### src/rtl/imem_loader.sv
// Boot loader: receives a byte stream (word count, little-endian instruction words, XOR checksum)
// and writes the words into instruction memory, holding the core in reset until the load succeeds.
module imem_loader #(
  parameter int ADDR_W = 8
) (
  input  logic              clk,
  input  logic              reset,
  input  logic              in_valid,
  input  logic [7:0]        in_data,
  output logic              in_ready,
  output logic              imem_we,
  output logic [ADDR_W-1:0] imem_addr,
  output logic [31:0]       imem_wdata,
  output logic              cpu_reset,
  output logic              done,
  output logic              error
);

  typedef enum logic [2:0] {
    S_CNT_LO,
    S_CNT_HI,
    S_DATA,
    S_WRITE,
    S_CHECK,
    S_DONE,
    S_ERROR
  } state_t;

  // Counts up to and including the full depth need one bit more than the address.
  localparam logic [16:0] DEPTH = 17'(1) << ADDR_W;

  state_t            state_q, state_d;
  logic [7:0]        cnt_lo_q, cnt_lo_d;
  logic [15:0]       n_q, n_d;
  logic [1:0]        byte_idx_q, byte_idx_d;
  logic [ADDR_W:0]   wr_cnt_q, wr_cnt_d;
  logic [31:0]       word_q, word_d;
  logic [7:0]        csum_q, csum_d;

  logic              accept;
  logic [15:0]       n_in;
  logic [ADDR_W:0]   wr_next;

  assign accept  = in_valid & in_ready;
  assign n_in    = {in_data, cnt_lo_q};
  assign wr_next = wr_cnt_q + 1'b1;

  always_ff @(posedge clk) begin
    if (reset) begin
      state_q <= S_CNT_LO;
    end else begin
      state_q <= state_d;
    end
  end

  always_comb begin
    state_d = state_q;
    case (state_q)
      S_CNT_LO: if (accept) state_d = S_CNT_HI;
      S_CNT_HI: begin
        if (accept) begin
          if ({1'b0, n_in} > DEPTH) begin
            state_d = S_ERROR;
          end else if (n_in == 16'd0) begin
            state_d = S_CHECK;
          end else begin
            state_d = S_DATA;
          end
        end
      end
      S_DATA:   if (accept && byte_idx_q == 2'd3) state_d = S_WRITE;
      S_WRITE:  state_d = (17'(wr_next) < {1'b0, n_q}) ? S_DATA : S_CHECK;
      S_CHECK:  if (accept) state_d = (in_data == csum_q) ? S_DONE : S_ERROR;
      S_DONE:   state_d = S_DONE;
      S_ERROR:  state_d = S_ERROR;
      default:  state_d = S_CNT_LO;
    endcase
  end

  always_comb begin
    in_ready  = 1'b0;
    imem_we   = 1'b0;
    cpu_reset = 1'b1;
    done      = 1'b0;
    error     = 1'b0;
    case (state_q)
      S_CNT_LO, S_CNT_HI, S_DATA, S_CHECK: in_ready = 1'b1;
      S_WRITE: imem_we = 1'b1;
      S_DONE: begin
        cpu_reset = 1'b0;
        done      = 1'b1;
      end
      S_ERROR: error = 1'b1;
      default: ;
    endcase
  end

  assign imem_addr  = wr_cnt_q[ADDR_W-1:0];
  assign imem_wdata = word_q;

  // Bytes shift in from the top so the first byte of a word ends up in bits 7:0.
  always_comb begin
    cnt_lo_d   = cnt_lo_q;
    n_d        = n_q;
    byte_idx_d = byte_idx_q;
    wr_cnt_d   = wr_cnt_q;
    word_d     = word_q;
    csum_d     = csum_q;
    case (state_q)
      S_CNT_LO: if (accept) cnt_lo_d = in_data;
      S_CNT_HI: if (accept) n_d = n_in;
      S_DATA: begin
        if (accept) begin
          word_d     = {in_data, word_q[31:8]};
          csum_d     = csum_q ^ in_data;
          byte_idx_d = byte_idx_q + 2'd1;
        end
      end
      S_WRITE: wr_cnt_d = wr_next;
      default: ;
    endcase
  end

  always_ff @(posedge clk) begin
    if (reset) begin
      cnt_lo_q   <= '0;
      n_q        <= '0;
      byte_idx_q <= '0;
      wr_cnt_q   <= '0;
      word_q     <= '0;
      csum_q     <= '0;
    end else begin
      cnt_lo_q   <= cnt_lo_d;
      n_q        <= n_d;
      byte_idx_q <= byte_idx_d;
      wr_cnt_q   <= wr_cnt_d;
      word_q     <= word_d;
      csum_q     <= csum_d;
    end
  end

endmodule

### config.mk
export PLATFORM = sky130hd
export DESIGN_NAME = imem_loader
export DESIGN_NICKNAME = d
export VERILOG_FILES = /design/src/rtl/imem_loader.sv
export SDC_FILE = /design/constraint.sdc
export NUM_CORES = 1
export LEC_CHECK = 0
export CAP_MARGIN = 40
export CELL_PAD_IN_SITES_DETAIL_PLACEMENT = 2
export CELL_PAD_IN_SITES_GLOBAL_PLACEMENT = 2
export CORE_MARGIN = 3
export CORE_UTILIZATION = 28
export DETAILED_ROUTE_END_ITERATION = 6
export PLACE_DENSITY_LB_ADDON = 0.1
export SLEW_MARGIN = 10
export SYNTH_ARGS = -nofsm -noshare
export SYNTH_HDL_FRONTEND = slang
export SYNTH_SLANG_ARGS = --single-unit
### constraint.sdc
create_clock -name clk -period 2.2 [get_ports clk]
set_input_delay 0.33 -clock clk [delete_from_list [all_inputs] [get_ports clk]]
set_output_delay 0.33 -clock clk [all_outputs]
set_load 0.03 [all_outputs]
### Word-level counts from Yosys, hierarchy flattened

Index checks and enable logic that the tools add are counted.

* $add $sub $neg: 2
* $mul: 0
* divide/modulo/power cells: 0
* magnitude comparators: 2
* equality and inequality tests: 12
* shifts and indexed selects: 0
* multiplexer cells: 14
* bitwise gates (word level): 2
* reduce and logical (&&, ||, !) cells: 8

Operators by type and width (number)
* two-way mux 3 bit: 7
* one-hot mux 3 bit (7 select lines): 1
* > comparator 16 x 9 -> 1 bit (second input constant): 1
* logical NOT 16 bit: 1
* less-than comparator 9 x 16 -> 1 bit: 1
* adder 9 x 1 -> 9 bit (second input constant): 1
* == test 3 bit (second input constant): 3
* == test 8 bit: 1
* != test 2 bit (second input constant): 4
* XOR 8 bit: 1
* == test 3 x 2 -> 1 bit (second input constant): 2
* AND reduction 2 bit: 3
* two-way mux 1 bit: 5
* AND reduction 4 bit: 1
* OR reduction 4 bit: 1
* == test 3 x 1 -> 1 bit (second input constant): 1
* logical NOT 3 bit: 1
* adder 2 x 1 -> 2 bit (second input constant): 1
* == test 2 bit (second input constant): 1
* two-way mux 2 bit: 1
* AND 1 bit: 1
* logical AND 1 bit: 1

* register bits: 78
* bits in latches: 0
* RAM bits: 0
* bits in read-only memories: 0
* input port bits: 11
* output and inout bits: 45
* word-level logic and storage cells: 47
* memories: 0

### Logic depth before layout (Yosys ltp)

* word-level depth: 7
* gate-level depth with buffers: 11
* depth with buffers taken out: 10

### Worst setup path after synthesis

Ideal clock, no wire load.

* path kind: reg-to-reg
* start point: register wr_cnt_q[0]
* end point: register state_q[2]
* library setup time: 0.132 ns
* arrival: 2.114 ns
* data required time: 2.068 ns
* path slack: -0.046 ns
* cell stages (with the launch flop): 10
* buffers on the path: 0
* period minus slack after synthesis: 2.246 ns
* path through: dfxtp_1 ha_1 and3_1 and3_1 xor2_1 ha_1 a21o_1 a211o_1 o211ai_1 a31oi_1

* longest elaborated chain between the ends: 4

Ends and longest elaborated chain
* start, declared: RTL line 36 `logic [ADDR_W:0] wr_cnt_q, wr_cnt_d;`
* start signal, assigned: RTL line 136 `wr_cnt_q <= wr_cnt_d;`
* adder 9 x 1 -> 9 bit: RTL line 46 `assign wr_next = wr_cnt_q + 1'b1;`
* via wr_next[6]: RTL line 42 `logic [ADDR_W:0] wr_next;`
* less-than comparator 9 x 16 -> 1 bit: RTL line 72 `S_WRITE: state_d = (17'(wr_next) < {1'b0, n_q}) ? S_DATA : S_CHECK;`
* two-way mux 3 bit: RTL line 72
* one-hot mux 3 bit (7 select lines): RTL line 58 `case (state_q)`
* end signal, assigned: RTL line 52 `state_q <= state_d;`
* end, declared: RTL line 32 `state_t state_q, state_d;`

The timed path passes the listed nets, and every way through them passes these cells.
A chain may end at the register's enable or synchronous reset.

### Worst setup path after layout

Ends and elaborated chain as after synthesis.

==> metrics.md <==
| Metric | Value |
|---|---|
| Fin crit period | 2.16 ns |
| GRT overflow | 0 |
| Cell internal pwr | 2570 uW |
| Vias in the first global route | 3394 |
| Yosys warns | 0 |
| Worst Hold Launch | reset |
| Critical Path Sink Type | flip-flop |
| RSZ-0062 raised after global routing | true |
| Num ports | 56 |
| Initial antenna violation count | 0 |
| DRT antenna net count | 0 |
| Final setup margin | 0.0379 ns |
| Clk pin slew, worst setup/hold paths | roughly 0.060 ns |
| Skew final | 0.00597 ns |
| Clk_lat worst skew | 0.34 ns |
| Share of cells above drive strength 1 | 13.4% |
| H-tree levels | 3 |
| Leak | 0.00174 uW |
| Max Clk Rate | roughly 460 MHz |
| Final hold violations | 0 |
| Netlist cell types | 40 |
| IO buf count | 55 |
| Max IR drop VDD | 0.323 mV |
| Vias | 3110 |
| Max Cap Violations | 0 |
| Finished Layout Cells | around 640 |
| Area of the mapped netlist | 3400 um2 |
| Final WL | 10700 um |
| Initial drt markers | 101 |
| Die ar. | 13500 um2 |
| CP Launch Type | flip-flop |
| CTS Root Buffer Type | clkbuf_16 |
| Start point of the critical path | wr_cnt_q[0] |
| Sequential power share | 43.7% |
| Placed Area | 4240 um2 |
| Vias/cell | 4.84 |
| GRT Util Overall | 17.2% |
| Flops & latches, synth | 78 |
| ANT cells | 0 |
| Die height | roughly 120 um |
| Switching Share | 24.3% |
| Area grow syn2layout | 35.9% |
| HPWL after detailed placement | 7570 um |
| Core area | 11600 um2 |
| Pre-CTS worst setup slack | -0.184 ns |
| First-pass GRT wire length | 17700 um |
| Setup TNS | 0 ns |
| Largest net degree at the start of global routing | 44 |
| Fillers | between 1k and 1.5k |
| Status | completed |
| Most common cell after layout, fill and taps aside | nand2_1 |
| Worst Path Max Fanout | 3 |
| R2R Path Start | wr_cnt_q[0] |
| Comb power frac | around a tenth |
| Drt wl/cell | 16.7 um |
| Critical path class | reg -> reg |
| Inserted Clock Buffers | 9 |
| Clock share of power | 46.2% |
| Worst Max-Slew Pin Slew | 0.474 ns |
| CTS tree | built |
| Main synth FF type | dfxtp_1 |
| Sink Count | 78 |
| Worst rel slew slack | 68.4% |
| PD cells | 736 nW/um2 |
| CTS max path bufs | 2 |
| Final instance area | 4610 um2 |
| 1st-pass router iterations | 2 |
| Inst Count DP | 626 |
| Width of the die | 116 um |
| Initial Util | 29.2% |
| Endpoints failing setup | 0 |
| Synth Instances | 425 |
| Post-synth EDFFs | 0 |
| Post-Syn Nets | ~450 |
| Final Max Tran Viols | 0 |
| Drt drc | 0 |
| CP Data Required Time | 2.41 ns |
| Num rows | 39 |
| Fin nets | ~520 |
| Async set-reset flop share out of synthesis | 0% |
| GPL Wtd Cong | 0.798 |
| Mean Syn Cell Area | ~8 um2 |
| Critical path data arrival time | 2.37 ns |
| Net Sw Power | 827 uW |
| Most frequent cells in the layout | 126 x nand2_1, 74 x dfxtp_1, 62 x a21oi_1 |
| Sequential area share after synthesis | 46.0% |
| Hold slack | approximately 0.24 ns |
| Fin crit share | between 90 and 100% |
| HP Class | in -> reg |
what timing repair did:
item,4_1_cts,5_1_grt
pin swaps,5,2
gates resized for setup,10,11
setup endpoints to repair,3,5
buffers inserted,1,0
hold buffers,0,0
critical path: stages (launching register included):
cell and delay (ns):
dfxtp_4 0.37, ha_4 0.14, and3_4 0.17, and3_4 0.21, xor2_2 0.15, ha_1 0.26
a21o_1 0.19, a211o_1 0.27, o211ai_1 0.18, a31oi_1 0.10
routing by layer:
metal  vias up  part of all wire [%]  global-route usage [%]
met2        41                    49                    27.7
met3        15                   3.9                    4.92
li1       1527                     -                       -
met4         0                   1.9                    7.19
met1      1527                    46                    21.7
met5         -                     0                       0
state kept, by name, summed over array words and instances, names as in the netlist:
signal	count
state_q	3
byte_idx_q	2
wr_cnt_q	9
cnt_lo_q	8
csum_q	8
imem_wdata	32
n_q	16
area by class of cell:
cell class	count	area (um2)	area share, %
flip-flops and latches	78	1570	34.1
clock buffers	11	233	5.04
inverters	12	45.0	0.976
well taps	143	179	3.88
multi-input cells	305	1680	36.4
repair buffers	89	832	18.0
clock inverters	4	72.6	1.57
cells in the mapped netlist, types with 3 or more instances:
| cell type | instances | area share (%) |
|---|---|---|
| nand3_1 | 6 | 0.88 |
| a21o_1 | 3 | 0.66 |
| a21oi_1 | 62 | 9.1 |
| nor2_1 | 20 | 2.2 |
| buf_2 | 5 | 0.74 |
| xor2_1 | 25 | 6.4 |
| nand2_1 | 126 | 14 |
| inv_1 | 11 | 1.2 |
| o21ai_0 | 8 | 1.2 |
| dfxtp_1 | 78 | 46 |
| ha_1 | 10 | 3.7 |
| buf_4 | 10 | 2.2 |
| nor4_1 | 5 | 0.92 |
| and3_1 | 3 | 0.55 |
| clkbuf_1 | 14 | 1.5 |
| xnor2_1 | 6 | 1.5 |
| or4_1 | 3 | 0.66 |
power groups by stage:
stage | clock network [uW] | registers, uW | logic (uW)
2_1_floorplan | 0 | 1510 | 202
3_3_place_gp | 0 | 1510 | 336
3_5_place_dp | 0 | 1520 | 345
4_1_cts | 1640 | 1490 | 353
5_1_grt | 1700 | 1490 | 390
6_report | 1570 | 1480 | 344
kinds of logic after synthesis:
group                      after synthesis  synth area share [%]
AOI/OAI and AO/OA                       84                  13.3
xor gates and xnor gates                31                  8.00
adders and majority gates               10                  3.68
buffers and inverters                   42                  6.15
DFF                                     78                  46.0
and+or+nand+nor                        180                  22.8
worst paths after layout:
check | end | slack (ns) | depth (start not counted)
min | state_q[0] | 0.24 | 2
min reg2reg | imem_wdata[3] | 0.46 | 2
max reg2reg | state_q[2] | 0.04 | 9
max | state_q[2] | 0.04 | 9
through the flow:
step	power, uW	utilization, %
floorplan	1710	-
global placement	1850	36.5
detailed placement	1860	36.5
CTS	3480	39.5
global route	3580	39.7
finish	3400	39.7
Power figures use the tool's default switching activity.
